**src/rtl/multdiv_param_if.sv**
```systemverilog
// Request/result bundle for the parametrised multiply/divide unit.
// master drives operands and requests; slave returns result, flags and handshake.
interface multdiv_param_if #(
    parameter int WIDTH_A = 32,
    parameter int WIDTH_B = 16
);
    logic [WIDTH_A-1:0] data_operandA;
    logic [WIDTH_B-1:0] data_operandB;
    logic               ctrl_MULT;
    logic               ctrl_DIV;
    logic               ctrl_signed;
    logic [WIDTH_A-1:0] data_result;
    logic [WIDTH_B-1:0] data_remainder;
    logic               data_exception;
    logic               data_div0;
    logic               data_inputRDY;
    logic               data_resultRDY;

    modport master (
        output data_operandA, data_operandB,
        output ctrl_MULT, ctrl_DIV, ctrl_signed,
        input  data_result, data_remainder,
        input  data_exception, data_div0,
        input  data_inputRDY, data_resultRDY
    );

    modport slave (
        input  data_operandA, data_operandB,
        input  ctrl_MULT, ctrl_DIV, ctrl_signed,
        output data_result, data_remainder,
        output data_exception, data_div0,
        output data_inputRDY, data_resultRDY
    );
endinterface

```
**src/rtl/multdiv_param.sv**
```systemverilog
// Multi-cycle multiply (radix-4 Booth) / divide (non-restoring) unit.
// Ports: clock, ctrl_reset_n (async low), bus (slave side of multdiv_param_if).
module multdiv_param #(
    parameter int WIDTH_A = 32,
    parameter int WIDTH_B = 16
) (
    input logic            clock,
    input logic            ctrl_reset_n,
    multdiv_param_if.slave bus
);
    localparam int PW = WIDTH_A + WIDTH_B + 2;
    localparam int RW = WIDTH_B + 2;
    localparam int CW = $clog2(WIDTH_A + 2) + 1;
    localparam logic [CW-1:0] MUL_LAST = CW'(WIDTH_B / 2);
    localparam logic [CW-1:0] DIV_LAST = CW'(WIDTH_A + 1);
    localparam logic [WIDTH_A-1:0] A_MIN = {1'b1, {(WIDTH_A-1){1'b0}}};

    typedef enum logic [1:0] {IDLE, MUL, DIV, DONE} state_t;

    state_t             state;
    logic [CW-1:0]      cnt;
    logic [WIDTH_A-1:0] opa;
    logic [WIDTH_B-1:0] opb;
    logic               sgn;
    logic [PW-1:0]      acc;
    logic [PW-1:0]      mcand;
    logic [WIDTH_B:0]   mq;
    logic [WIDTH_A-1:0] dq;
    logic [RW-1:0]      rem;
    logic [WIDTH_B-1:0] dvs;

    logic               accept;
    logic [PW-1:0]      booth_add;
    logic [PW-1:0]      p_full;
    logic               mul_ovf;
    logic               a_neg;
    logic               b_neg;
    logic [RW-1:0]      r_sh;
    logic [RW-1:0]      r_step;
    logic [WIDTH_B-1:0] r_fix;
    logic               div_ovf;

    assign accept = bus.data_inputRDY & (bus.ctrl_MULT ^ bus.ctrl_DIV);

    always_comb begin
        booth_add = '0;
        case (mq[2:0])
            3'b001, 3'b010: booth_add = mcand;
            3'b011:         booth_add = mcand << 1;
            3'b100:         booth_add = -(mcand << 1);
            3'b101, 3'b110: booth_add = -mcand;
            default:        booth_add = '0;
        endcase
    end

    // Unsigned mode: the zero-extended multiplier adds one more Booth digit
    // equal to the original MSB, applied in the finalize cycle.
    assign p_full = acc + ((~sgn & opb[WIDTH_B-1]) ? mcand : '0);

    always_comb begin
        if (sgn)
            mul_ovf = ~((&p_full[PW-1:WIDTH_A-1]) |
                        ~(|p_full[PW-1:WIDTH_A-1]));
        else
            mul_ovf = |p_full[PW-1:WIDTH_A];
    end

    assign a_neg   = sgn & opa[WIDTH_A-1];
    assign b_neg   = sgn & opb[WIDTH_B-1];
    assign r_sh    = {rem[RW-2:0], dq[WIDTH_A-1]};
    assign r_step  = rem[RW-1] ? r_sh + {2'b00, dvs} : r_sh - {2'b00, dvs};
    assign r_fix   = rem[RW-1] ? rem[WIDTH_B-1:0] + dvs : rem[WIDTH_B-1:0];
    assign div_ovf = sgn & (opa == A_MIN) & (&opb);

    always_ff @(posedge clock or negedge ctrl_reset_n) begin
        if (!ctrl_reset_n) begin
            state              <= IDLE;
            cnt                <= '0;
            opa                <= '0;
            opb                <= '0;
            sgn                <= 1'b0;
            acc                <= '0;
            mcand              <= '0;
            mq                 <= '0;
            dq                 <= '0;
            rem                <= '0;
            dvs                <= '0;
            bus.data_result    <= '0;
            bus.data_remainder <= '0;
            bus.data_exception <= 1'b0;
            bus.data_div0      <= 1'b0;
            bus.data_inputRDY  <= 1'b1;
            bus.data_resultRDY <= 1'b0;
        end else begin
            unique case (state)
                IDLE, DONE: begin
                    if (accept) begin
                        opa                <= bus.data_operandA;
                        opb                <= bus.data_operandB;
                        sgn                <= bus.ctrl_signed;
                        cnt                <= '0;
                        acc                <= '0;
                        mcand              <= {{(PW-WIDTH_A){bus.ctrl_signed &
                                               bus.data_operandA[WIDTH_A-1]}},
                                               bus.data_operandA};
                        mq                 <= {bus.data_operandB, 1'b0};
                        bus.data_exception <= 1'b0;
                        bus.data_div0      <= 1'b0;
                        bus.data_inputRDY  <= 1'b0;
                        bus.data_resultRDY <= 1'b0;
                        state              <= bus.ctrl_MULT ? MUL : DIV;
                    end
                end
                MUL: begin
                    if (cnt != MUL_LAST) begin
                        acc   <= acc + booth_add;
                        mcand <= mcand << 2;
                        mq    <= mq >> 2;
                        cnt   <= cnt + CW'(1);
                    end else begin
                        bus.data_result    <= p_full[WIDTH_A-1:0];
                        bus.data_remainder <= '0;
                        bus.data_exception <= mul_ovf;
                        bus.data_div0      <= 1'b0;
                        bus.data_inputRDY  <= 1'b1;
                        bus.data_resultRDY <= 1'b1;
                        state              <= DONE;
                    end
                end
                DIV: begin
                    if (cnt == '0) begin
                        if (opb == '0) begin
                            bus.data_result    <= '0;
                            bus.data_remainder <= '0;
                            bus.data_exception <= 1'b1;
                            bus.data_div0      <= 1'b1;
                            bus.data_inputRDY  <= 1'b1;
                            bus.data_resultRDY <= 1'b1;
                            state              <= DONE;
                        end else begin
                            dq  <= a_neg ? -opa : opa;
                            dvs <= b_neg ? -opb : opb;
                            rem <= '0;
                            cnt <= cnt + CW'(1);
                        end
                    end else if (cnt != DIV_LAST) begin
                        rem <= r_step;
                        dq  <= {dq[WIDTH_A-2:0], ~r_step[RW-1]};
                        cnt <= cnt + CW'(1);
                    end else begin
                        // min / -1 wraps back to min through the negation
                        bus.data_result    <= (a_neg ^ b_neg) ? -dq : dq;
                        bus.data_remainder <= a_neg ? -r_fix : r_fix;
                        bus.data_exception <= div_ovf;
                        bus.data_div0      <= 1'b0;
                        bus.data_inputRDY  <= 1'b1;
                        bus.data_resultRDY <= 1'b1;
                        state              <= DONE;
                    end
                end
            endcase
        end
    end
endmodule

```
**src/flat_wrapper.sv**
```systemverilog
// flat-port wrapper written by rule: the top's interface ports become plain ports
module multdiv_param_flat 
#(
    parameter int WIDTH_A = 32,
    parameter int WIDTH_B = 16
)
  (clock, ctrl_reset_n, bus_data_operandA, bus_data_operandB, bus_ctrl_MULT, bus_ctrl_DIV, bus_ctrl_signed, bus_data_result, bus_data_remainder, bus_data_exception, bus_data_div0, bus_data_inputRDY, bus_data_resultRDY);
  multdiv_param_if #(.WIDTH_A(WIDTH_A), .WIDTH_B(WIDTH_B)) bus_i ();
  input logic clock;
  input logic ctrl_reset_n;
  input wire logic [$bits(bus_i.data_operandA)-1:0] bus_data_operandA;
  input wire logic [$bits(bus_i.data_operandB)-1:0] bus_data_operandB;
  input wire logic [$bits(bus_i.ctrl_MULT)-1:0] bus_ctrl_MULT;
  input wire logic [$bits(bus_i.ctrl_DIV)-1:0] bus_ctrl_DIV;
  input wire logic [$bits(bus_i.ctrl_signed)-1:0] bus_ctrl_signed;
  output wire logic [$bits(bus_i.data_result)-1:0] bus_data_result;
  output wire logic [$bits(bus_i.data_remainder)-1:0] bus_data_remainder;
  output wire logic [$bits(bus_i.data_exception)-1:0] bus_data_exception;
  output wire logic [$bits(bus_i.data_div0)-1:0] bus_data_div0;
  output wire logic [$bits(bus_i.data_inputRDY)-1:0] bus_data_inputRDY;
  output wire logic [$bits(bus_i.data_resultRDY)-1:0] bus_data_resultRDY;
  assign bus_i.data_operandA = bus_data_operandA;
  assign bus_i.data_operandB = bus_data_operandB;
  assign bus_i.ctrl_MULT = bus_ctrl_MULT;
  assign bus_i.ctrl_DIV = bus_ctrl_DIV;
  assign bus_i.ctrl_signed = bus_ctrl_signed;
  assign bus_data_result = bus_i.data_result;
  assign bus_data_remainder = bus_i.data_remainder;
  assign bus_data_exception = bus_i.data_exception;
  assign bus_data_div0 = bus_i.data_div0;
  assign bus_data_inputRDY = bus_i.data_inputRDY;
  assign bus_data_resultRDY = bus_i.data_resultRDY;
  multdiv_param #(.WIDTH_A(WIDTH_A), .WIDTH_B(WIDTH_B)) u_core (.clock(clock), .ctrl_reset_n(ctrl_reset_n), .bus(bus_i));
endmodule
```
**config.mk**
```make
export PLATFORM = sky130hd
export DESIGN_NAME = multdiv_param_flat
export DESIGN_NICKNAME = d
export VERILOG_FILES = /design/src/rtl/multdiv_param_if.sv /design/src/rtl/multdiv_param.sv /design/src/flat_wrapper.sv
export SDC_FILE = /design/constraint.sdc
export NUM_CORES = 1
export LEC_CHECK = 0
export ABC_AREA = 1
export BUFFER_PORTS_ARGS = -buffer_cell sky130_fd_sc_hd__buf_2
export CAP_MARGIN = 30
export CORE_ASPECT_RATIO = 0.5
export CORE_UTILIZATION = 50
export CTS_BUF_LIST = sky130_fd_sc_hd__clkbuf_8
export DETAILED_ROUTE_END_ITERATION = 10
export GPL_ROUTABILITY_DRIVEN = 0
export PLACE_DENSITY = 0.66
export RECOVER_POWER = 100
export SLEW_MARGIN = 20
export SYNTH_ARGS = -nofsm -noshare
export SYNTH_HDL_FRONTEND = slang
export SYNTH_SLANG_ARGS = --single-unit
```
**constraint.sdc**
```tcl
create_clock -name clock -period 4 [get_ports clock]
set_clock_uncertainty 0.1 [all_clocks]
set_input_delay 0.6 -clock clock [delete_from_list [all_inputs] [get_ports clock]]
set_output_delay 0.6 -clock clock [all_outputs]
set_load 0.05 [all_outputs]
```
# Yosys cells after proc, flatten, opt, wreduce, memory -nomap -nowiden
# Index checks and enable logic that the tools add are counted.
# totals
reg_bits,293
input_bits,53
output_inout_bits,52
wordCells,145
# classes
add_sub_neg,12
n_eq_ne,20
mux,61
bitwise_logic,15
reduce_logical,20
# op_table
operator,count
$mux W32,9
$mux W50,5
$pmux W50 S2,2
$pmux W50 S4,1
$mux W16,7
$add A50 B50 Y50,2
$neg A50 Y50,2
$mux W18,4
$neg A32 Y32,2
$pmux W32 S2,1
$mux W7,5
$mux W17,2
$pmux W17 S2,1
$eq A32 B32 Y1 const B,1
$neg A16 Y16,2
$pmux W16 S2,1
$pmux W7 S3,1
$reduce_and A19 Y1,1
$reduce_or A19 Y1,1
$add A18 B16 Y18,1
$reduce_or A18 Y1,1
$sub A18 B16 Y18,1
$add A16 B16 Y16,1
$logic_not A16 Y1,1
29 further kinds,73

# Longest topological paths before layout
# logic_depth
word_depth,11
depth_mapped,30
ltp_nobuf,30

# Worst setup path after synthesis
# OpenSTA, ideal clock, no wires.
# synth_path
kind,flip-flop to flip-flop
startpoint,register u_core.mcand[1]
endpoint,register u_core.acc[43]
setup_ns,0.126
arrival_time_ns,3.525
required_time_ns,3.774
path_slack_ns,0.249
stages_incl_launch_ff,25
path_cell_list,dfrtp_1 -> inv_2 -> ha_1 -> nand2_1 -> nor2_1 -> nand3_1 -> nor3_2 -> nand2_1 -> nor2_2 -> nand2_2 -> xor2_1 -> a221oi_1 -> o21ai_0 -> ha_1 -> nand2_1 -> nor2_1 -> inv_1 -> nor4_1 -> nand3_1 -> nand3_1 -> nand3_1 -> o211ai_1 -> nand2_1 -> nand2_1 -> o21ai_0
# synth_via
elab_chain_len,5
elab_cells_between_ends,6
cone_classes,add/sub: 3; mux: 3
# synth_lines
element,line_no,source
start: declaration,multdiv_param.sv:26,logic [PW-1:0] mcand;
start signal: assignment,multdiv_param.sv:103,mcand <= {{(PW-WIDTH_A){bus.ctrl_signed &
start signal: assignment,multdiv_param.sv:117,mcand <= mcand << 2;
$neg A50 Y50 (on tied branches),"multdiv_param.sv:51, multdiv_param.sv:50",
$pmux W50 S4 *,multdiv_param.sv:47,case (mq[2:0])
$add A50 B50 Y50 *,multdiv_param.sv:116,acc <= acc + booth_add;
$mux W50 *,multdiv_param.sv:115,if (cnt != MUL_LAST) begin
$pmux W50 S2 *,multdiv_param.sv:95,unique case (state)
end signal: assignment,multdiv_param.sv:116,
end: declaration,multdiv_param.sv:25,logic [PW-1:0] acc;
# Every way passes the cells marked *; elsewhere a longest branch is shown, timed or not. The select of a mux whose other input is x is not followed.
# A chain may end at the register's enable or synchronous reset.

# Final worst setup path
# layout_path
startpoint,register u_core.mcand[1]
endpoint,register u_core.acc[42]
# Same word-level chain as after synthesis.

==> results.py <==
metrics = {
    "yosys": {
        "synth.distinct_cells": 67,
        "yosys_warnings": 0,
        "syn_area_sq_um": 25470,
        "postSynthCellCount": 3860,
        "ys_seq_area_frac": 0.2879,
        "async_reset_ff_frac": 1.000,
        "ys.flop_type": "dfrtp_1",
        "yosys.area.top_type_share": 0.2868,
        "yosys-top-cells-area": "dfrtp_1 29%, nand2_1 14%, ha_1 7.0%",
        "synth_top_area_cell": "dfrtp_1",
        "synth-seq-cells": 293,
        "syn-num-nets": 4059,
        "synth_edf_count": 0,
        "syn_avg_cell_area_sq_um": 6.600,
    },
    "timing": {
        "setup_viol": 20,
        "rsz0062_at_grt": "yes",
        "period_needed_ns": 4.254,
        "finalSetupTns_ns": -1.666,
        "min_period_over_period": 1.064,
        "fin_ws_ns": -0.2542,
        "drv_slew": 90,
        "worst_pin_slew_ns": 2.555,
        "fmax_ghz": 0.2351,
        "final_hold_viol_count": 0,
        "slew_headroom": -0.7033,
    },
    "clock_tree": {
        "cts-root-buf": "clkbuf_8",
        "clockBufferDepth": 3,
        "cts_tree": "built",
        "cts-buffers-inserted": 48,
        "clock_sinks": 293,
        "clk_pin_slew_ns": 0.07,
        "htree_num_levels": 2,
        "worstSkewPairLatency_ns": 0.69,
    },
    "floorplanning": {
        "initial_core_util": 0.5065,
        "io_pins": 105,
        "dieHeight_microns": 161.6,
        "rows": 58,
        "die_w_microns": 321.2,
        "die_area_sq_um": 51910,
        "coreArea_sq_um": 50290,
    },
    "power_and_ir_drop": {
        "ir_drop_mv": 0.4268,
        "power_density_nw_per_um2": 943.2,
        "p_leak_uw": 0.01541,
    },
    "grt": {
        "first_global_vias": 25930,
        "grt_overflow_total": 0,
        "grt_usage": 0.3540,
        "grt_pass1_wl_mm": 143.2,
        "grt_start_max_net_pins": 90,
        "antenna_found_initial": 5,
    },
    "status": {
        "failed_checks": "capacitance limit, slew limit, setup timing",
        "status": "finished with violations",
    },
    "drt": {
        "drt-initial-drc-count": 3621,
        "wl_per_cell_microns": 19.48,
        "totalWireLength_mm": 96.51,
        "drc": 0,
        "antenna_left": 0,
        "first_pass_iters": 6,
        "vias": 28910,
        "via_per_inst": 5.834,
    },
    "worst_setup_path": {
        "critPathMaxStageDelay_ns": 0.41,
        "critPathTopFamily": "simple AND/OR/NAND/NOR gates",
        "crit_buf_inv": 6,
        "worstSetupEndpointType": "register",
        "cp_max_fo": 3,
        "crit_path_start_kind": "register",
        "critPathKind": "reg2reg",
        "required_ns": 4.47,
        "slowest_stage": "ha_1",
        "crit_top_cell": "nor2_4",
        "worstPathArrival_ns": 4.73,
    },
    "cells_and_area": {
        "areaGrowthSynthToFinish_pct": 23.26,
        "finalNonFillerCells": 4955,
        "nNetsFinal": 4423,
        "utilization": 0.6243,
        "drive_gt1_frac": 0.1860,
    },
    "placement": {
        "io_buffers": 104,
        "dp.cells": 4800,
        "dp_hpwl_mm": 72.13,
    },
    "flow_run": {
        "drv_cap": 1,
    },
    "worst_hold_path": {
        "hold_path_class": "in2reg",
    },
}
report_power, final:
part           switching, uW  internal, uW
logic                  13200          7640
clock network           1460          1570
registers               1500          4230
layer usage:
layer / routed length (microns) / track usage / up-vias
li1: - / - / 13620
met2: 39950 / 0.5178 / 1485
met1: 41930 / 0.5040 / 13520
met4: 3791 / 0.1240 / 0
met5: 0 / 0 / -
met3: 10840 / 0.08915 / 278
area by class of cell:
| type | instances | area (sq um) |
|---|---|---|
| clock buffers | 64 | 880.8 |
| fillers | 4566 | 18890 |
| clock inverters | 25 | 187.7 |
| diodes | 2 | 5.005 |
| multi-input cells | 2969 | 17350 |
| well taps | 690 | 863.3 |
| flip-flops and latches | 293 | 7335 |
| repair buffers | 425 | 2948 |
| inverters | 487 | 1832 |
cells in the mapped netlist, drive strengths merged (6+ instances only):
| cell type | count |
|---|---|
| nand2 | 992 |
| a21oi | 284 |
| nand4 | 44 |
| clkinv | 9 |
| and3 | 7 |
| o21a | 15 |
| inv | 478 |
| nor2 | 445 |
| or2 | 14 |
| a21o | 14 |
| nor3b | 6 |
| ha | 142 |
| buf | 26 |
| a221oi | 13 |
| o21bai | 24 |
| o211ai | 23 |
| o21ai | 316 |
| nand3 | 193 |
| dfrtp | 292 |
| xor2 | 106 |
| o221ai | 27 |
| mux2 | 21 |
| o31ai | 19 |
| nor3 | 58 |
| nand3b | 10 |
| clkbuf | 85 |
| o22ai | 81 |
| nor4 | 15 |
| xnor2 | 21 |
| o2111ai | 6 |
| a31oi | 31 |
tightest hold or removal path, cell delays in order:
cell     delay, ns
buf_2         0.10
nand3_1       0.07
nand2_1       0.06
state kept, by name, indices dropped and copies added (netlist names), 17 cells and up:
name                    count
u_core.bus.data_result     32
u_core.mq                  17
u_core.opa                 32
u_core.mcand               50
u_core.rem                 18
u_core.acc                 50
u_core.dq                  32
path summary, 6_finish.rpt:
check / from / to / slack (ns) / depth (start not counted)
hold reg to reg: u_core.bus.data_result[2] / u_core.bus.data_result[2] / 0.38 / 2
max in group asynchronous: ctrl_reset_n / u_core.mcand[26] / 0.65 / 3
setup reg to reg: u_core.mcand[1] / u_core.acc[42] / -0.25 / 28
setup / recovery: u_core.mcand[1] / u_core.acc[42] / -0.25 / 28
min in group asynchronous: ctrl_reset_n / u_core.rem[15] / 1.13 / 2
hold / removal: bus_data_operandB[7] / u_core.opb[7] / 0.13 / 3
kinds of logic after synthesis:
logic type	synth area share
simple gates	0.2962
compound gates	0.2009
buf+inv	0.08915
flops	0.2879
fa+ha+maj	0.07289
xor+xnor	0.04366
mux	0.009283
per-stage QoR:
step                cell area, sq um  hold WS (ns)  total power (uW)  worst slack (ns)
floorplan                      25470        0.2044             17250            0.2492
detailed placement             28470        0.3580             23550           -0.2250
finish                         31400        0.1252             29620           -0.2542
global route                   31400        0.1180             31670           -0.4113
global placement               28470        0.3494             23250           -0.1353
CTS                            30040       0.09108             27120          -0.01681
cell usage in the layout (no fill, tap or decap), drive strengths merged, types with 14 or more instances in the layout:
master	instances
o21a	15
a21o	14
buf	359
a21oi	284
clkbuf	129
o21bai	24
mux2	21
nor3	58
nor4	15
clkinv	18
o221ai	27
ha	142
nand4	44
dfrtp	292
or2	14
nor2	445
nand3	193
o21ai	316
o22ai	81
nand2	992
o211ai	23
inv	492
xor2	106
o31ai	19
a31oi	31
xnor2	21
timing repair:
| item | in CTS | in global routing |
|---|---|---|
| pin swaps | 36 | 128 |
| hold buffers | 1 | 0 |
| setup endpoints to repair | 20 | 36 |
| endpoints found under the hold margin | 81 | 0 |
| buffers inserted | 20 | 44 |
| resized for setup | 81 | 322 |
| gates cloned | 0 | 0 |
Power figures use the tool's default switching activity.
